### src/rtl/alimentador_instrucoes_pkg.sv
// rtl/alimentador_instrucoes_pkg.sv - shared opcodes, state encoding and defaults for the instruction feeder
package alimentador_instrucoes_pkg;

  localparam int WD_MAX_DEF     = 15;
  localparam int PROG_WORDS_DEF = 16;

  localparam logic [2:0] OP_MV   = 3'b000;
  localparam logic [2:0] OP_MVI  = 3'b001;
  localparam logic [2:0] OP_ADD  = 3'b010;
  localparam logic [2:0] OP_SUB  = 3'b011;
  localparam logic [2:0] OP_MVNZ = 3'b100;

  typedef enum logic [2:0] {
    ST_IDLE  = 3'd0,
    ST_FETCH = 3'd1,
    ST_IMM   = 3'd2,
    ST_WAIT  = 3'd3,
    ST_HALT  = 3'd4,
    ST_ERRO  = 3'd5
  } state_t;

  function automatic logic is_mvi(input logic [15:0] word);
    return word[8:6] == OP_MVI;
  endfunction

endpackage

### src/rtl/alimentador_instrucoes_memoria_programa.sv
// rtl/alimentador_instrucoes_memoria_programa.sv - program store, synchronous write and asynchronous read
module memoria_programa #(
  parameter int PROG_WORDS = 16
) (
  input  logic        clk_i,
  input  logic        we_i,
  input  logic [3:0]  waddr_i,
  input  logic [15:0] wdata_i,
  input  logic [3:0]  raddr_i,
  output logic [15:0] rdata_o
);

  // No reset on the array: contents must survive a controller reset.
  logic [15:0] mem_q [PROG_WORDS];

  always_ff @(posedge clk_i) begin
    if (we_i) begin
      mem_q[waddr_i] <= wdata_i;
    end
  end

  assign rdata_o = mem_q[raddr_i];

endmodule

### src/rtl/alimentador_instrucoes.sv
// rtl/alimentador_instrucoes.sv - feeds program words to a simple processor, with done watchdog
module alimentador_instrucoes
  import alimentador_instrucoes_pkg::*;
#(
  parameter int WD_MAX     = WD_MAX_DEF,
  parameter int PROG_WORDS = PROG_WORDS_DEF
) (
  input  logic        Clock,
  input  logic        Resetn,
  input  logic        Start,
  input  logic        Load,
  input  logic [3:0]  LoadAddr,
  input  logic [15:0] LoadData,
  input  logic [4:0]  ProgLen,
  input  logic        Done,
  output logic [15:0] DIN,
  output logic        Run,
  output logic [3:0]  PC,
  output logic        Halted,
  output logic        Erro,
  output logic [7:0]  InstrCount
);

  localparam int WDW = $clog2(WD_MAX + 1);

  state_t         state_q, state_d;
  logic [3:0]     pc_q, pc_d;
  logic [4:0]     len_q, len_d;
  logic [7:0]     cnt_q, cnt_d;
  logic [WDW-1:0] wd_q, wd_d;
  logic [15:0]    din_q, din_d;
  logic           run_q, run_d;
  logic           halted_q, halted_d;
  logic           erro_q, erro_d;
  logic           mvi_q, mvi_d;

  logic           accept;
  logic           wr_en;
  logic [3:0]     rd_addr;
  logic [15:0]    mem_word;
  logic [15:0]    rd_word;
  logic [4:0]     pc_next;
  logic [WDW-1:0] wd_inc;

  memoria_programa #(.PROG_WORDS(PROG_WORDS)) u_mem (
    .clk_i   (Clock),
    .we_i    (wr_en),
    .waddr_i (LoadAddr),
    .wdata_i (LoadData),
    .raddr_i (rd_addr),
    .rdata_o (mem_word)
  );

  assign accept  = (state_q == ST_IDLE) || (state_q == ST_HALT) || (state_q == ST_ERRO);
  assign wr_en   = accept && Load;
  // A write landing on the same edge as the fetch must be seen by that fetch.
  assign rd_word = (wr_en && (LoadAddr == rd_addr)) ? LoadData : mem_word;
  // Five bits so a mvi at address 15 overshoots the length instead of wrapping.
  assign pc_next = {1'b0, pc_q} + (mvi_q ? 5'd2 : 5'd1);
  assign wd_inc  = wd_q + WDW'(1);

  always_comb begin
    state_d  = state_q;
    pc_d     = pc_q;
    len_d    = len_q;
    cnt_d    = cnt_q;
    wd_d     = wd_q;
    din_d    = din_q;
    run_d    = run_q;
    halted_d = halted_q;
    erro_d   = erro_q;
    mvi_d    = mvi_q;
    rd_addr  = pc_q;

    unique case (state_q)
      ST_IDLE, ST_HALT, ST_ERRO: begin
        if (Start) begin
          len_d    = ProgLen;
          pc_d     = 4'd0;
          cnt_d    = 8'd0;
          wd_d     = '0;
          erro_d   = 1'b0;
          rd_addr  = 4'd0;
          if (ProgLen == 5'd0) begin
            state_d  = ST_HALT;
            halted_d = 1'b1;
            run_d    = 1'b0;
            din_d    = 16'd0;
          end else begin
            state_d  = ST_FETCH;
            halted_d = 1'b0;
            run_d    = 1'b1;
            din_d    = rd_word;
          end
        end
      end

      ST_FETCH: begin
        mvi_d = is_mvi(din_q);
        wd_d  = '0;
        if (is_mvi(din_q)) begin
          state_d = ST_IMM;
          rd_addr = pc_q + 4'd1;
          din_d   = rd_word;
        end else begin
          state_d = ST_WAIT;
        end
      end

      ST_IMM, ST_WAIT: begin
        if (Done) begin
          pc_d  = pc_next[3:0];
          cnt_d = (cnt_q == 8'hFF) ? cnt_q : cnt_q + 8'd1;
          wd_d  = '0;
          if (pc_next < len_q) begin
            state_d = ST_FETCH;
            rd_addr = pc_next[3:0];
            din_d   = rd_word;
          end else begin
            state_d  = ST_HALT;
            run_d    = 1'b0;
            din_d    = 16'd0;
            halted_d = 1'b1;
          end
        end else if (wd_inc == WDW'(WD_MAX)) begin
          state_d = ST_ERRO;
          wd_d    = wd_inc;
          run_d   = 1'b0;
          din_d   = 16'd0;
          erro_d  = 1'b1;
        end else begin
          state_d = ST_WAIT;
          wd_d    = wd_inc;
        end
      end

      default: begin
        state_d = ST_IDLE;
        run_d   = 1'b0;
        din_d   = 16'd0;
      end
    endcase
  end

  always_ff @(posedge Clock) begin
    if (Resetn) begin
      state_q  <= ST_IDLE;
      pc_q     <= 4'd0;
      len_q    <= 5'd0;
      cnt_q    <= 8'd0;
      wd_q     <= '0;
      din_q    <= 16'd0;
      run_q    <= 1'b0;
      halted_q <= 1'b0;
      erro_q   <= 1'b0;
      mvi_q    <= 1'b0;
    end else begin
      state_q  <= state_d;
      pc_q     <= pc_d;
      len_q    <= len_d;
      cnt_q    <= cnt_d;
      wd_q     <= wd_d;
      din_q    <= din_d;
      run_q    <= run_d;
      halted_q <= halted_d;
      erro_q   <= erro_d;
      mvi_q    <= mvi_d;
    end
  end

  assign DIN        = din_q;
  assign Run        = run_q;
  assign PC         = pc_q;
  assign Halted     = halted_q;
  assign Erro       = erro_q;
  assign InstrCount = cnt_q;

endmodule

### config.mk
export PLATFORM = sky130hd
export DESIGN_NAME = alimentador_instrucoes
export DESIGN_NICKNAME = d
export VERILOG_FILES = /design/src/rtl/alimentador_instrucoes_pkg.sv /design/src/rtl/alimentador_instrucoes_memoria_programa.sv /design/src/rtl/alimentador_instrucoes.sv
export SDC_FILE = /design/constraint.sdc
export NUM_CORES = 1
export LEC_CHECK = 0
export CORE_MARGIN = 1.5
export CORE_UTILIZATION = 55
export CTS_CLUSTER_DIAMETER = 40
export CTS_CLUSTER_SIZE = 10
export DETAILED_ROUTE_END_ITERATION = 7
export PLACE_DENSITY = 0.82
export SYNTH_ARGS = -nofsm -noshare
export SYNTH_HDL_FRONTEND = slang
export SYNTH_SLANG_ARGS = --single-unit
### constraint.sdc
create_clock -name Clock -period 9.75 [get_ports Clock]
set_input_delay 1.4625 -clock Clock [delete_from_list [all_inputs] [get_ports Clock]]
set_output_delay 1.4625 -clock Clock [all_outputs]
set_load 0.01 [all_outputs]
# Yosys cells after proc, flatten, opt, wreduce, memory -nomap -nowiden
# Memories as Yosys holds them, arrays and structs flattened.
# Cells that the tools add are included.
# op_classes
addsub,4
mul,0
n_mux,47
bitwise,1
div_mod_pow,0
n_reduce_logical,18
eq_ne,18
shifts,0
magnitude_cmp,1
# ops
cell,n
2-to-1 mux 16 bit,7
one-hot mux 16 bit (3 select lines),1
2-to-1 mux 4 bit,7
2-to-1 mux 8 bit,3
one-hot mux 4 bit (3 select lines),2
one-hot mux 8 bit (2 select lines),1
AND reduction 4 bit,4
2-to-1 mux 1 bit,15
2-to-1 mux 3 bit,5
"!= test 2 bit, second input constant",7
one-hot mux 3 bit (3 select lines),1
"adder 4 x 1 -> 4 bit, second input constant",2
"adder 8 x 1 -> 8 bit, second input constant",1
"equality test 8 bit, second input constant",1
one-hot mux 4 bit (2 select lines),1
"equality test 3 x 1 -> 1 bit, second input constant",2
"equality test 3 x 2 -> 1 bit, second input constant",2
"equality test 3 bit, second input constant",2
"!= test 3 bit, second input constant",2
AND reduction 2 bit,3
adder 4 x 2 -> 5 bit,1
logical NOT 5 bit,1
< comparator 5 bit,1
equality test 4 bit,1
other kinds (13),16
# totals
ram_bits,256
rom_bits,0
latchBits,0
memories,1
elab_cells,100
reg_bits,44
output_inout_bits,31
# mem_list
name,words,width,rd,rd_clocked_by_memory_dff,write_ports,line,rtl
u_mem.mem_q,16,16,1,0,1,alimentador_instrucoes_memoria_programa.sv:14,logic [15:0] mem_q [PROG_WORDS];

# Depth between registers and ports, before layout
# logic_depth
depth_word,12
depth_mapped,19
mapped_depth_nobuf,15

# By module
# Synthesis repeated with hierarchy kept, for this count alone.
# hier_totals
hier_cells,727
hier_area_um2,12233.0
# by_module_without_submodules
module,n_inst,cells_per_inst,area_each_um2
memoria_programa,1,416,9721.8
alimentador_instrucoes,1,311,2511.2

# Worst setup path after synthesis
# Ideal clock, no wire load.
# synth_path
kind,flip-flop to flip-flop
start,register pc_q[0] (netlist: PC[0])
end,register din_q[6] (netlist: DIN[6])
synth_period_minus_slack_ps,3927
setup_ps,69
arrival_ps,3858
slack_ps,5823
path_buffers,2
stages_incl_launch_ff,15
required_time_ps,9681
path_cell_list,dfxtp_1 > ha_1 > fa_1 > and3_1 > ha_1 > and2_1 > clkbuf_1 > a21o_1 > a311o_1 > buf_2 > mux2i_1 > a32o_1 > a2111o_1 > or4_1 > o21ai_1
# synth_via
elab_chain_len,11
word_cells_on_any_way,18
# synth_lines
item,line,rtl
"start, declared",alimentador_instrucoes.sv:27,"logic [3:0] pc_q, pc_d;"
"start signal, assigned",alimentador_instrucoes.sv:159,pc_q <= pc_d;
"parallel branches: the longest is 10 deep, another holds memory read (16 x 16 bit)",n/a,
one-hot mux 16 bit (3 select lines) (*),alimentador_instrucoes.sv:75,unique case (state_q)
"end signal, assigned",alimentador_instrucoes.sv:163,din_q <= din_d;
"end, declared",alimentador_instrucoes.sv:31,"logic [15:0] din_q, din_d;"
# Mark *: on every way between the ends. The select of a mux whose other input is x is not followed.
# A chain may end at the register's enable or synchronous reset.

# Final worst setup path
# layout_path
start,register pc_q[0] (netlist: PC[0])
end,register din_q[9] (netlist: DIN[9])
# Same word-level chain as after synthesis.

==> results_dict.tcl <==
set metrics [dict create \
    r2r-start "PC[0]" \
    syn_to_final_growth_pct 17.8 \
    clkSlewWorstSetupHoldPaths_ns 0.05 \
    cts_buffers 41 \
    slew_viol_final 0 \
    synthArstFlopShare_pct 0 \
    ctsHoldBuffers 0 \
    arrival_ns 6.04 \
    synth.area.top_cells "edfxtp_1, dfxtp_1, nand2_1" \
    power_density_nw_per_um2 208 \
    grt_max_degree 79 \
    leakagePower_nw 5.03 \
    post-route-period-util_pct 57.7 \
    synth_common_cells "edfxtp_1, nand2_1, dfxtp_1" \
    dieArea_um2 23800 \
    drt-wirelength-per-cell_um 23.4 \
    drc 0 \
    seq_power_share_pct 46.8 \
    grt_pass1_wl_um 47800 \
    cts.sinks 300 \
    synth_edf_count 256 \
    fin_skew_ns 0.0177 \
    cts_tree "yes" \
    synth_warnings 0 \
    ys_types 70 \
    rsz0062_at_grt "false" \
    p_switching_uw 733 \
    initial_core_util_pct 55.8 \
    cts_setup_buffers 0 \
    max_freq_mhz 178 \
    grt_pass1_vias 8419 \
    p_comb_share_pct 8.6 \
    setup_tns_ns 0 \
    die_h_um 154 \
    peakVddDrop_v 0.000222 \
    outcome "completed" \
    swShare_pct 23.8 \
    hold_violations 0 \
    insertion_delay_ns 0.54 \
    numPortBuffers 60 \
    hpwl_um 17900 \
    synthCells 953 \
    cp-start-kind "register" \
    cp-startpoint "PC[0]" \
    synth_nets 994 \
    ys_ff_latch 300 \
    syn_area_um2 12600 \
    drt-initial-drc-count 1027 \
    nNetsFinal 1067 \
    cts-root-buf "clkbuf_16" \
    hold_path_startpoint "len_q[3]" \
    synth_top_cell_area_share_pct 61.2 \
    layout_min_cycle_time_ns 5.63 \
    ant_nets 0 \
    drive_above_1_share_pct 11.2 \
    clkPwrFrac_pct 44.6 \
    cts-htree-levels 2 \
    gp_congestion 0.851 \
    worst-setup-path-type "reg -> reg" \
    p_int_mw 2.35 \
    holdWs_ns 0.452 \
    vias 8529 \
    drv.max_cap_violation_count 0 \
    post_synth.cell_area_avg_um2 13.2 \
    vias_per_cell 6.36 \
    grt_usage_pct 27.0 \
    cts_resized 0 \
    placementRows 55 \
    antennaDiodeCount 0 \
    min_path_type "reg -> reg" \
    cp.required_ns 10.16 \
    grt-ovfl-total 0 \
    totalWireLength_um 31400 \
    relSlewSlack_pct 17.5 \
    setup_viol 0 \
    io_pins 61 \
    synth_area_leader_cell "edfxtp_1" \
    cts_buffer_depth 3 \
    synth.most_common_cell "edfxtp_1" \
    tightest_slew_ns 1.23 \
    drtPass1Iterations 5 \
    cp_max_fo 19 \
    coreArea_um2 22500 \
    crit_path_end_kind "register" \
    synthFlopType "edfxtp_1" \
    die_w_um 154 \
    ys_seq_area_share_pct 68.2 \
    antenna_found_initial 0 \
]
[power groups by stage]
stage	Sequential (mW)	Clock, mW	Combinational (mW)
after floorplan	1.46	0	0.159
after global placement	1.46	0	0.252
after detailed placement	1.46	0	0.260
after CTS	1.44	1.38	0.262
after global routing	1.44	1.43	0.286
final	1.44	1.37	0.265
[cell type report]
type / count / area (um2)
clock buffer: 59 / 1110
clock inverter: 15 / 144
fill: 1511 / 7710
inverter: 9 / 33.8
multi-input combinational: 587 / 3770
sequential: 300 / 8570
tap: 285 / 357
timing repair buffer: 87 / 803
[through the flow]
stage	setup slack (ns)	instance area, um2	total power [mW]	std cells	util, %
floorplan	5.82	12600	1.62	953	-
global placement	4.22	13500	1.72	1268	60.1
detailed placement	4.03	13500	1.72	1268	60.1
CTS	4.29	14800	3.08	1342	65.7
global route	3.95	14800	3.16	1342	65.7
finish	4.12	14800	3.08	1342	65.7
[cells by family after synthesis]
| logic type | share of synthesized area [%] |
|---|---|
| AOI/OAI and AO/OA | 11.1 |
| and+or+nand+nor | 12.2 |
| DFF | 68.2 |
| muxes | 4.25 |
| adders and majority gates | 1.16 |
| xor gates and xnor gates | 0.767 |
| buffers and inverters | 2.33 |
[final timing paths]
path	endpoint	cells after the start	slack, ns
worst max-delay path	DIN[9]	13	4.12
worst min-delay path	len_q[3]	2	0.45
worst min register to register	len_q[3]	2	0.45
worst max register to register	DIN[9]	13	4.12
[registers in the layout (all words and copies together), names as in the netlist]
signal and count:
Run 1, PC 4, Halted 1, state_q 3, Erro 1, mvi_q 1
InstrCount 8, DIN 16, wd_q 4, len_q 5, u_mem.mem_q 256
[metal layers]
layer  vias up  wire length (um)  track usage (%)  share of wire (%)
met5         -                 0                0                  0
met4         0              1110             11.2                3.5
met3        88              3590             7.44                 11
met2       507             14500             42.1                 46
met1      4121             12100             35.9                 39
li1       3813                 -                -                  -
[critical path: stages (launching register included)]
cell and delay (ns):
dfxtp_1 0.42, ha_1 0.29, fa_1 0.45, xor2_1 0.17, ha_1 0.31, a21oi_1 0.17
o21ai_1 0.19, a21oi_1 0.39, a221o_1 1.05, nand3_1 0.96, a2111oi_0 0.76, a2111o_1 0.16
or4_1 0.11, o21ai_1 0.06
[cells in the final DEF (no fill, tap or decap), types with 4 or more instances in the layout]
cell	instances
a211oi_1	4
a21o_1	5
a21oi_1	30
a221oi_1	15
a31oi_1	25
a32o_1	12
a32oi_1	18
and3_1	28
buf_4	27
clkbuf_1	16
clkbuf_16	41
clkdlybuf4s50_1	60
clkinv_2	4
clkinv_4	5
dfxtp_1	44
edfxtp_1	256
ha_1	10
inv_1	9
mux2i_1	41
mux4_2	4
nand2_1	181
nand2b_1	9
nand3_1	15
nand4_1	11
nor2_1	34
nor2_2	5
nor2b_1	6
nor3_1	15
nor3_2	5
o21ai_0	14
o21ai_1	15
o221ai_1	10
xnor2_1	6
xor2_1	5
(Power assumes the default switching activity.)
